===== src/rtl/pipe_hazard_ctrl_if.sv =====
`default_nettype none
// ============================================================================
//  Module      : pipe_hazard_ctrl_if
//  Description : Signal bundle between the 5-stage datapath and the pipeline
//                sequencing controller. The controller takes the slave
//                modport. The datapath, or a testbench, takes the master
//                modport.
//                Optional macro PIPE_CTRL_PERF_EN adds the performance
//                counter outputs.
//  Revision    : 1.0 - initial release
// ============================================================================
interface pipe_hazard_ctrl_if;
  // Hazard sources from the datapath
  logic [4:0]  id_rs_addr;
  logic [4:0]  id_rt_addr;
  logic        id_uses_rt;
  logic        ex_mem_read;
  logic [4:0]  ex_rt_addr;
  logic        mem_branch_taken;
  logic        mem_jump;
  logic        mem_access;
  logic        dmem_ready;
  logic        halt_req;
  logic        resume;
  // Pipeline register controls
  logic        pc_en;
  logic        if_id_en;
  logic        id_ex_en;
  logic        ex_mem_en;
  logic        mem_wb_en;
  logic        if_id_flush;
  logic        id_ex_flush;
  logic        ex_mem_flush;
  // Status
  logic        halted;
  logic        err_timeout;
  logic [1:0]  state;
`ifdef PIPE_CTRL_PERF_EN
  logic [31:0] perf_stall;
  logic [31:0] perf_flush;
  logic [31:0] perf_wait;
`endif

  modport master (
    output id_rs_addr, id_rt_addr, id_uses_rt, ex_mem_read, ex_rt_addr,
           mem_branch_taken, mem_jump, mem_access, dmem_ready, halt_req, resume,
    input  pc_en, if_id_en, id_ex_en, ex_mem_en, mem_wb_en,
           if_id_flush, id_ex_flush, ex_mem_flush, halted, err_timeout, state
`ifdef PIPE_CTRL_PERF_EN
           , perf_stall, perf_flush, perf_wait
`endif
  );

  modport slave (
    input  id_rs_addr, id_rt_addr, id_uses_rt, ex_mem_read, ex_rt_addr,
           mem_branch_taken, mem_jump, mem_access, dmem_ready, halt_req, resume,
    output pc_en, if_id_en, id_ex_en, ex_mem_en, mem_wb_en,
           if_id_flush, id_ex_flush, ex_mem_flush, halted, err_timeout, state
`ifdef PIPE_CTRL_PERF_EN
           , perf_stall, perf_flush, perf_wait
`endif
  );
endinterface
`default_nettype wire


===== src/rtl/pipe_hazard_ctrl.sv =====
`default_nettype none
// ============================================================================
//  Module      : pipe_hazard_ctrl
//  Description : Pipeline sequencing controller for the 5-stage MIPS core.
//                It owns every enable and flush line of the PC and the
//                pipeline registers. It handles memory-wait freeze, MEM-stage
//                redirect, load-use bubbles and the debug
//                halt/drain/resume sequence.
//                Optional macro PIPE_CTRL_PERF_EN adds the stall, flush and
//                wait event counters.
//  Revision    : 1.0 - initial release
// ============================================================================
module pipe_hazard_ctrl #(
  parameter int DRAIN_CYCLES = 4,
  parameter int WAIT_TIMEOUT = 255
) (
  input  wire               clk,
  input  wire               reset,
  pipe_hazard_ctrl_if.slave bus
);

  localparam int DRAIN_W = (DRAIN_CYCLES > 1) ? $clog2(DRAIN_CYCLES) : 1;
  localparam int WAIT_W  = (WAIT_TIMEOUT > 1) ? $clog2(WAIT_TIMEOUT + 1) : 1;
  localparam logic [DRAIN_W-1:0] C_DRAIN_LAST = DRAIN_W'(DRAIN_CYCLES - 1);
  localparam logic [WAIT_W-1:0]  C_WAIT_LAST  = WAIT_W'(WAIT_TIMEOUT - 1);

  typedef enum logic [1:0] {
    ST_RUN    = 2'd0,
    ST_DRAIN  = 2'd1,
    ST_HALTED = 2'd2
  } state_t;

  state_t              state_q, state_d;
  logic [DRAIN_W-1:0]  drain_q, drain_d;
  logic [WAIT_W-1:0]   wait_q,  wait_d;
  logic                err_q,   err_d;

  logic w_freeze;
  logic w_redirect;
  logic w_load_use;
  logic w_pc_en, w_if_id_en, w_id_ex_en, w_ex_mem_en, w_mem_wb_en;
  logic w_if_id_flush, w_id_ex_flush, w_ex_mem_flush;

  assign w_freeze   = bus.mem_access & ~bus.dmem_ready;
  assign w_redirect = bus.mem_branch_taken | bus.mem_jump;
  assign w_load_use = bus.ex_mem_read && (bus.ex_rt_addr != 5'd0) &&
                      ((bus.ex_rt_addr == bus.id_rs_addr) ||
                       (bus.id_uses_rt && (bus.ex_rt_addr == bus.id_rt_addr)));

  // State, counter and sticky error registers.
  always_ff @(posedge clk or posedge reset) begin
    if (reset) begin
      state_q <= ST_RUN;
      drain_q <= '0;
      wait_q  <= '0;
      err_q   <= 1'b0;
    end else begin
      state_q <= state_d;
      drain_q <= drain_d;
      wait_q  <= wait_d;
      err_q   <= err_d;
    end
  end

  // Next state: freeze holds the sequence and runs the wait timer. Otherwise
  // the halt/drain/resume sequence advances.
  always_comb begin
    state_d = state_q;
    drain_d = drain_q;
    wait_d  = '0;
    err_d   = err_q;
    if ((state_q != ST_HALTED) && w_freeze) begin
      if (wait_q == C_WAIT_LAST) begin
        err_d   = 1'b1;
        state_d = ST_HALTED;
      end else begin
        wait_d = wait_q + 1'b1;
      end
    end else begin
      case (state_q)
        ST_RUN: begin
          // A halt request that meets any hazard is dropped, not queued.
          if (bus.halt_req && !w_redirect && !w_load_use) begin
            state_d = ST_DRAIN;
            drain_d = '0;
          end
        end
        ST_DRAIN: begin
          if (drain_q == C_DRAIN_LAST) begin
            state_d = ST_HALTED;
          end else begin
            drain_d = drain_q + 1'b1;
          end
        end
        ST_HALTED: begin
          if (bus.resume && !err_q) begin
            state_d = ST_RUN;
          end
        end
        default: state_d = ST_RUN;
      endcase
    end
  end

  // Enable and flush decode in priority order. The result is valid in the
  // same cycle as the hazard.
  // A load-use hazard inside DRAIN still stalls. The stalled ID instruction
  // is kept and not flushed, so the PC held for resume stays consistent.
  always_comb begin
    w_pc_en        = 1'b1;
    w_if_id_en     = 1'b1;
    w_id_ex_en     = 1'b1;
    w_ex_mem_en    = 1'b1;
    w_mem_wb_en    = 1'b1;
    w_if_id_flush  = 1'b0;
    w_id_ex_flush  = 1'b0;
    w_ex_mem_flush = 1'b0;
    if (reset || (state_q == ST_HALTED) || w_freeze) begin
      w_pc_en     = 1'b0;
      w_if_id_en  = 1'b0;
      w_id_ex_en  = 1'b0;
      w_ex_mem_en = 1'b0;
      w_mem_wb_en = 1'b0;
    end else if (w_redirect) begin
      w_if_id_flush  = 1'b1;
      w_id_ex_flush  = 1'b1;
      w_ex_mem_flush = 1'b1;
    end else if (w_load_use) begin
      w_pc_en       = 1'b0;
      w_if_id_en    = 1'b0;
      w_id_ex_flush = 1'b1;
    end else if (state_q == ST_DRAIN) begin
      w_pc_en       = 1'b0;
      w_if_id_flush = 1'b1;
    end
  end

  assign bus.pc_en        = w_pc_en;
  assign bus.if_id_en     = w_if_id_en;
  assign bus.id_ex_en     = w_id_ex_en;
  assign bus.ex_mem_en    = w_ex_mem_en;
  assign bus.mem_wb_en    = w_mem_wb_en;
  assign bus.if_id_flush  = w_if_id_flush;
  assign bus.id_ex_flush  = w_id_ex_flush;
  assign bus.ex_mem_flush = w_ex_mem_flush;
  assign bus.halted       = ~reset & (state_q == ST_HALTED);
  assign bus.err_timeout  = err_q;
  assign bus.state        = state_q;

`ifdef PIPE_CTRL_PERF_EN
  logic        w_active;
  logic [31:0] perf_stall_q, perf_flush_q, perf_wait_q;

  assign w_active = (state_q != ST_HALTED);

  // Event counters follow the same qualified decode that drives the enables.
  // They wrap naturally at 2^32.
  always_ff @(posedge clk or posedge reset) begin
    if (reset) begin
      perf_stall_q <= 32'd0;
      perf_flush_q <= 32'd0;
      perf_wait_q  <= 32'd0;
    end else if (w_active) begin
      if (w_freeze) begin
        perf_wait_q <= perf_wait_q + 32'd1;
      end else if (w_redirect) begin
        perf_flush_q <= perf_flush_q + 32'd1;
      end else if (w_load_use) begin
        perf_stall_q <= perf_stall_q + 32'd1;
      end
    end
  end

  assign bus.perf_stall = perf_stall_q;
  assign bus.perf_flush = perf_flush_q;
  assign bus.perf_wait  = perf_wait_q;
`else
  // Performance counters are not built in this configuration.
`endif

endmodule
`default_nettype wire


===== src/flat_wrapper.sv =====
// flat-port wrapper written by rule: the top's interface ports become plain ports
module pipe_hazard_ctrl_flat 
#(
  parameter int DRAIN_CYCLES = 4,
  parameter int WAIT_TIMEOUT = 255
)
  (clk, reset, bus_id_rs_addr, bus_id_rt_addr, bus_id_uses_rt, bus_ex_mem_read, bus_ex_rt_addr, bus_mem_branch_taken, bus_mem_jump, bus_mem_access, bus_dmem_ready, bus_halt_req, bus_resume, bus_pc_en, bus_if_id_en, bus_id_ex_en, bus_ex_mem_en, bus_mem_wb_en, bus_if_id_flush, bus_id_ex_flush, bus_ex_mem_flush, bus_halted, bus_err_timeout, bus_state);
  pipe_hazard_ctrl_if bus_i ();
  input  wire clk;
  input  wire reset;
  input wire logic [$bits(bus_i.id_rs_addr)-1:0] bus_id_rs_addr;
  input wire logic [$bits(bus_i.id_rt_addr)-1:0] bus_id_rt_addr;
  input wire logic [$bits(bus_i.id_uses_rt)-1:0] bus_id_uses_rt;
  input wire logic [$bits(bus_i.ex_mem_read)-1:0] bus_ex_mem_read;
  input wire logic [$bits(bus_i.ex_rt_addr)-1:0] bus_ex_rt_addr;
  input wire logic [$bits(bus_i.mem_branch_taken)-1:0] bus_mem_branch_taken;
  input wire logic [$bits(bus_i.mem_jump)-1:0] bus_mem_jump;
  input wire logic [$bits(bus_i.mem_access)-1:0] bus_mem_access;
  input wire logic [$bits(bus_i.dmem_ready)-1:0] bus_dmem_ready;
  input wire logic [$bits(bus_i.halt_req)-1:0] bus_halt_req;
  input wire logic [$bits(bus_i.resume)-1:0] bus_resume;
  output wire logic [$bits(bus_i.pc_en)-1:0] bus_pc_en;
  output wire logic [$bits(bus_i.if_id_en)-1:0] bus_if_id_en;
  output wire logic [$bits(bus_i.id_ex_en)-1:0] bus_id_ex_en;
  output wire logic [$bits(bus_i.ex_mem_en)-1:0] bus_ex_mem_en;
  output wire logic [$bits(bus_i.mem_wb_en)-1:0] bus_mem_wb_en;
  output wire logic [$bits(bus_i.if_id_flush)-1:0] bus_if_id_flush;
  output wire logic [$bits(bus_i.id_ex_flush)-1:0] bus_id_ex_flush;
  output wire logic [$bits(bus_i.ex_mem_flush)-1:0] bus_ex_mem_flush;
  output wire logic [$bits(bus_i.halted)-1:0] bus_halted;
  output wire logic [$bits(bus_i.err_timeout)-1:0] bus_err_timeout;
  output wire logic [$bits(bus_i.state)-1:0] bus_state;
  assign bus_i.id_rs_addr = bus_id_rs_addr;
  assign bus_i.id_rt_addr = bus_id_rt_addr;
  assign bus_i.id_uses_rt = bus_id_uses_rt;
  assign bus_i.ex_mem_read = bus_ex_mem_read;
  assign bus_i.ex_rt_addr = bus_ex_rt_addr;
  assign bus_i.mem_branch_taken = bus_mem_branch_taken;
  assign bus_i.mem_jump = bus_mem_jump;
  assign bus_i.mem_access = bus_mem_access;
  assign bus_i.dmem_ready = bus_dmem_ready;
  assign bus_i.halt_req = bus_halt_req;
  assign bus_i.resume = bus_resume;
  assign bus_pc_en = bus_i.pc_en;
  assign bus_if_id_en = bus_i.if_id_en;
  assign bus_id_ex_en = bus_i.id_ex_en;
  assign bus_ex_mem_en = bus_i.ex_mem_en;
  assign bus_mem_wb_en = bus_i.mem_wb_en;
  assign bus_if_id_flush = bus_i.if_id_flush;
  assign bus_id_ex_flush = bus_i.id_ex_flush;
  assign bus_ex_mem_flush = bus_i.ex_mem_flush;
  assign bus_halted = bus_i.halted;
  assign bus_err_timeout = bus_i.err_timeout;
  assign bus_state = bus_i.state;
  pipe_hazard_ctrl #(.DRAIN_CYCLES(DRAIN_CYCLES), .WAIT_TIMEOUT(WAIT_TIMEOUT)) u_core (.clk(clk), .reset(reset), .bus(bus_i));
endmodule

===== config.mk =====
export PLATFORM = sky130hd
export DESIGN_NAME = pipe_hazard_ctrl_flat
export DESIGN_NICKNAME = d
export VERILOG_FILES = /design/src/rtl/pipe_hazard_ctrl_if.sv /design/src/rtl/pipe_hazard_ctrl.sv /design/src/flat_wrapper.sv
export SDC_FILE = /design/constraint.sdc
export NUM_CORES = 1
export LEC_CHECK = 0
export ABC_AREA = 1
export CAP_MARGIN = 5
export CORE_UTILIZATION = 45
export DETAILED_ROUTE_END_ITERATION = 8
export GPL_TIMING_DRIVEN = 1
export PLACE_DENSITY = 0.8
export SYNTH_ARGS = -nofsm -noshare
export SYNTH_HDL_FRONTEND = slang
export SYNTH_SLANG_ARGS = --single-unit

===== constraint.sdc =====
create_clock -name clk -period 1.6 [get_ports clk]
set_input_delay 0.16 -clock clk [delete_from_list [all_inputs] [get_ports clk]]
set_output_delay 0.16 -clock clk [all_outputs]
set_load 0.05 [all_outputs]

==> results.ini, run 1 <==
[routing]
drc=0
drtPass1Iterations=5
via_per_inst=5.00
antenna_left=0
drt_first_iter_violations=18
post_drt_wl_per_cell_um=12.9
vias=1169
finalWirelength_um=3010

[critical_path]
worstSetupPathType=flop to output pin
r2r_slack_ns=0.13
timing.rr.start=u_core.bus.state[0]
r2r-end=u_core.bus.state[0]
cp_max_fo=3
worstPathRequired_ns=1.44
worstSetupStartpointType=flop
crit_path_end=bus_pc_en
cp.arrival_ns=1.57
crit_start=u_core.bus.state[1]
reg2reg_depth=6
end_kind=output pin

[clocking]
cts_buffers=3
numClockSinks=13
h-tree-depth=1
insertion_delay_ns=0.28
cts_tree=yes
clk_pin_slew_worst_paths_ns=0.08
clockBufferDepth=2
root_buffer=clkbuf_4

[timing]
final-max-slew-violation-count=0
fin_crit_sh_pct=108
setup_tns_ns=-0.358
grt_setup_unrepaired=yes
slew-limit-headroom_pct=66.4
hold_ws_ns=0.451
hold_viol=0
skew_ns=0.00580
min_period_ns=1.73
fin_ws_ns=-0.133
setup_viol=5
fmax_ghz=0.577
tightestPinTransition_ns=0.504

[logic_synthesis]
synthCells=152
yosysTopAreaCellShare_pct=30.6
syn-cell-area_um2=1060
ys_types=27
avgSynthCellArea_um2=7.01
yosysWarnings=0
async_flop_share_pct=100
yosys-top-cells-area=dfrtp_1 (31%), nand2_1 (14%), inv_1 (7.8%)
synthFlopType=dfrtp_1
synth_edf_count=0
synth_seq_area_share_pct=30.6
ys_ff_latch=13
synth_nets=180
synth_top_area_cell=dfrtp_1

[layout]
regArea_um2=328
final_common_cell=nand2_1
nFillCells=164
diodes=0
final_cell_mix=nand2_1 (38), inv_1 (21), buf_4 (17)
fin_cells=234
fin_nets=235
synthToLayoutAreaGrowth_pct=61.1
drive_above_1_share_pct=33.0
multi_input_area_um2=647

[placement]
post-place-ws_ns=-0.243
place_inst=223
port_buffers=36
finalWeightedCongestion=0.758
hpwl_um=2290

[global_routing]
grt_max_degree=14
grt_pass1_vias=1206
antenna_found_initial=0
grt_overflow=0
grt_pass1_wl_um=4940
grtUsageTotal_pct=25.3

[floorplanning]
start_util_pct=48.1
rows=17
die-area_um2=2560
dieWidth_um=50.6
die_h_um=50.6
io-pin-count=37
fp.coreArea_um2=2210

[pwr]
total_power_mw=1.98
power_density_nw_per_um2=1160
ir_worst_vdd_uv=823
leakagePower_nw=0.874

[status]
violations=negative setup slack
status=finished with violations

[run]
cap_viol_max_count=0

[hold_path]
worst_hold_path_type=input pin to async pin

==> cell usage after synthesis (2+ instances only) <==
library cell and count:
nand2_1 39, inv_1 22, dfrtp_1 13, nor2_1 13
inv_2 10, a21oi_1 7, nand3_1 6, nand4_1 5
nor2_4 4, o21ai_0 4, ha_1 3, nor3_1 3
nor3_2 3, buf_4 2, nand2_2 2, nand2_4 2
nand3_2 2, nor2_2 2, xnor2_1 2
==> routing by layer <==
metal	wire length [µm]	part of all wire, %	vias up	global-route usage (%)
met3	139	4.6	8	4.24
met4	56	1.9	0	5.56
met1	1190	40	537	28.6
met2	1630	54	42	48.4
met5	0	0	-	0
li1	-	-	582	-
==> worst max-delay path, cell delays in order (launching register included) <==
cell     delay [ns]
dfrtp_2        0.42
inv_2          0.08
nor2_4         0.05
nor3_4         0.15
inv_2          0.08
nor2_4         0.12
inv_4          0.07
nand2_8        0.06
o21a_4         0.13
buf_12         0.13
==> worst min-delay path by stage <==
stage                                        end         startpoint
after detailed placement       u_core.drain_q[1]  u_core.drain_q[1]
final                           u_core.wait_q[3]              reset
after floorplan           u_core.bus.err_timeout              reset
after CTS                       u_core.wait_q[7]              reset
after global routing            u_core.wait_q[3]              reset
after global placement         u_core.drain_q[1]  u_core.drain_q[1]
==> state kept, by name (all words and copies together) (netlist names) <==
name and cells:
u_core.wait_q 8, u_core.bus.state 2, u_core.drain_q 2, u_core.bus.err_timeout 1
==> cell families after synthesis <==
kind of cell    Yosys count  synth area share (%)
compound gates           13                  6.70
xor+xnor                  2                  1.65
simple gates             86                  44.5
flops                    13                  30.6
fa+ha+maj                 3                  3.53
buf+inv                  35                  13.0
==> power by group <==
group | leakage, nW | internal, mW | switching (mW)
clock network | 0.0150 | 0.0967 | 0.106
registers | 0.169 | 0.381 | 0.0457
logic | 0.690 | 0.582 | 0.773
==> through the flow <==
stage	util (%)	area, µm²
floorplan	-	1100
global placement	73.8	1630
detailed placement	73.8	1630
CTS	76.7	1700
global route	77.5	1720
finish	77.5	1720
==> cell type report <==
| class | count | area share, % |
|---|---|---|
| sequential | 13 | 19.1 |
| clock buffer | 4 | 1.53 |
| multi-input combinational | 104 | 37.7 |
| inverter | 33 | 7.37 |
| timing repair buffer | 52 | 32.2 |
| tap | 28 | 2.04 |
==> timing repair <==
item	4_1_cts	5_1_grt
pin swaps	9	0
setup buffers	5	4
setup endpoints to repair	8	9
gates cloned	0	0
hold buffers	0	0
gates resized for setup	18	1
No activity file was read; power rests on OpenSTA's default activity.
==> run 2: changes to the inputs <==
--- a/config.mk
+++ b/config.mk
@@ -7,10 +7,12 @@
 export LEC_CHECK = 0
 export ABC_AREA = 1
 export CAP_MARGIN = 5
-export CORE_UTILIZATION = 45
+export CORE_UTILIZATION = 46
+export CTS_BUF_LIST = sky130_fd_sc_hd__clkbuf_2
 export DETAILED_ROUTE_END_ITERATION = 8
+export GPL_ROUTABILITY_DRIVEN = 0
 export GPL_TIMING_DRIVEN = 1
-export PLACE_DENSITY = 0.8
+export PLACE_DENSITY = 0.81
 export SYNTH_ARGS = -nofsm -noshare
 export SYNTH_HDL_FRONTEND = slang
 export SYNTH_SLANG_ARGS = --single-unit
==> run 2 against run 1 <==
Cell count fell by 0.43%. Worst hold slack got worse by 0.047 ns. Utilization rose by 2.5 points. Flip-flop and latch count did not move. Critical endpoint is now bus_if_id_flush. The flow still finishes with violations (negative setup slack). Total power fell by 0.20%. Sequential share of layout area fell by 0.41 points. Non-clock buffer count fell by 1.
==> results.ini, run 2 (synthesis gave the netlist of run 1 again) <==
[routing]
drtPass1Iterations=4
finalWirelength_um=3040
drc=0
post_drt_wl_per_cell_um=13.0
vias=1176
via_per_inst=5.05
drt_first_iter_violations=31
antenna_left=0

[floorplanning]
start_util_pct=48.6
rows=17
die_h_um=50.1
fp.coreArea_um2=2190
io-pin-count=37
die-area_um2=2510
dieWidth_um=50.1

[layout]
drive_above_1_share_pct=33.7
regMostFlops=u_core.wait_q
fin_util_pct=80.0
fin_nets=234
nFillCells=150
synthToLayoutAreaGrowth_pct=64.6
diodes=0
largest_register_ffs=8
final_common_cell=nand2_1
final_cell_mix=nand2_1 (38), inv_1 (20), buf_4 (15)

[critical_path]
cp_top_family=flip-flops
crit_start=u_core.bus.state[1]
path_buf_inv=3
worstPathRequired_ns=1.44
cpPeakStageDelay_ns=0.44
worstSetupPathDepth=7
timing.rr.start=u_core.bus.state[1]
cp_slowest_cell=dfrtp_2
worstSetupPathType=flop to output pin
worstSetupStartpointType=flop
reg2reg_depth=8
cp_max_fo=3
path_cells=inv_2, nor2_4, nor3_4, buf_4, nand2_4, o21ai_2, buf_12
end_kind=output pin
cp.arrival_ns=1.63

[timing]
hold_viol=0
slew-limit-headroom_pct=67.6
skew_ns=0.0228
tightestPinTransition_ns=0.485
fin_ws_ns=-0.191
fin_crit_sh_pct=112
fmax_ghz=0.558
hold_ws_ns=0.404
final-max-slew-violation-count=0
grt_setup_unrepaired=yes
setup_viol=5
setup_tns_ns=-0.771
min_period_ns=1.79

[pwr]
power_density_nw_per_um2=1130
ir_worst_vdd_uv=630
leakagePower_nw=0.944

[global_routing]
grt_overflow=0
grtUsageMet1_pct=25.6
grt_pass1_wl_um=4910
grt_max_degree=14
gr-usage-met3_pct=5.56
grt.busiest_layer=met2
grt_pass1_vias=1193
antenna_found_initial=0
grtUsageTotal_pct=26.7
grt_use_met2_pct=50.9

[clocking]
cts_tree=yes
clk_pin_slew_worst_paths_ns=0.14
numClockSinks=13
insertion_delay_ns=0.30
root_buffer=clkbuf_2
cts_buffers=3
h-tree-depth=1
clockBufferDepth=2
hold_buffers=0

[status]
status=finished with violations
violations=negative setup slack

[hold_path]
worst_hold_path_type=input pin to async pin

[placement]
port_buffers=36
hpwl_um=2310
post-place-ws_ns=-0.242

[run]
cap_viol_max_count=0

[run 2: final timing paths]
check / endpoint / slack, ns
worst max-delay path: bus_if_id_flush / -0.19
worst max register to register: u_core.bus.state[0] / 0.16
worst min register to register: u_core.wait_q[0] / 0.50
worst min-delay path: u_core.wait_q[4] / 0.40
max in group asynchronous: u_core.wait_q[1] / 0.84
min in group clk: u_core.wait_q[0] / 0.50
[run 2: what timing repair did]
action	4_1_cts	5_1_grt
cloned	0	0
setup endpoints to repair	8	9
pin swaps	2	10
buffers inserted	7	2
gates resized for setup	8	13
[run 2: metrics by stage]
stage                     area (µm²)  cells  power [mW]
after global placement          1630    223        1.63
after global routing            1750    233        2.07
after detailed placement        1630    223        1.68
final                           1750    233        1.98
after CTS                       1730    234        1.96
after floorplan                 1100    152        1.18
[run 2: power breakdown]
group	switching, mW	leakage, nW	internal, mW	total, mW
Sequential	0.0453	0.169	0.381	0.426
Clock	0.117	0.0166	0.0662	0.183
Combinational	0.771	0.759	0.600	1.37
[run 2: cell type report]
class,count,area [µm²],share of cell area [%]
clock buffers,4,20.0,1.14
inverters,33,126,7.21
multi-input cells,104,652,37.2
flip-flops and latches,13,328,18.7
well taps,28,35.0,2.00
repair buffers,51,592,33.8
[run 2: routing by layer]
| layer | vias up | wire length [µm] |
|---|---|---|
| met5 | - | 0 |
| met4 | 0 | 127 |
| met3 | 14 | 148 |
| met2 | 50 | 1670 |
| met1 | 530 | 1090 |
| li1 | 582 | - |
[run 2: worst register-to-register path, delay by kind of cell, from the launching register on]
family / cells / cell delay, ns
and+or+nand+nor: 6 / 0.77
DFF: 1 / 0.44
buffers and inverters: 2 / 0.18
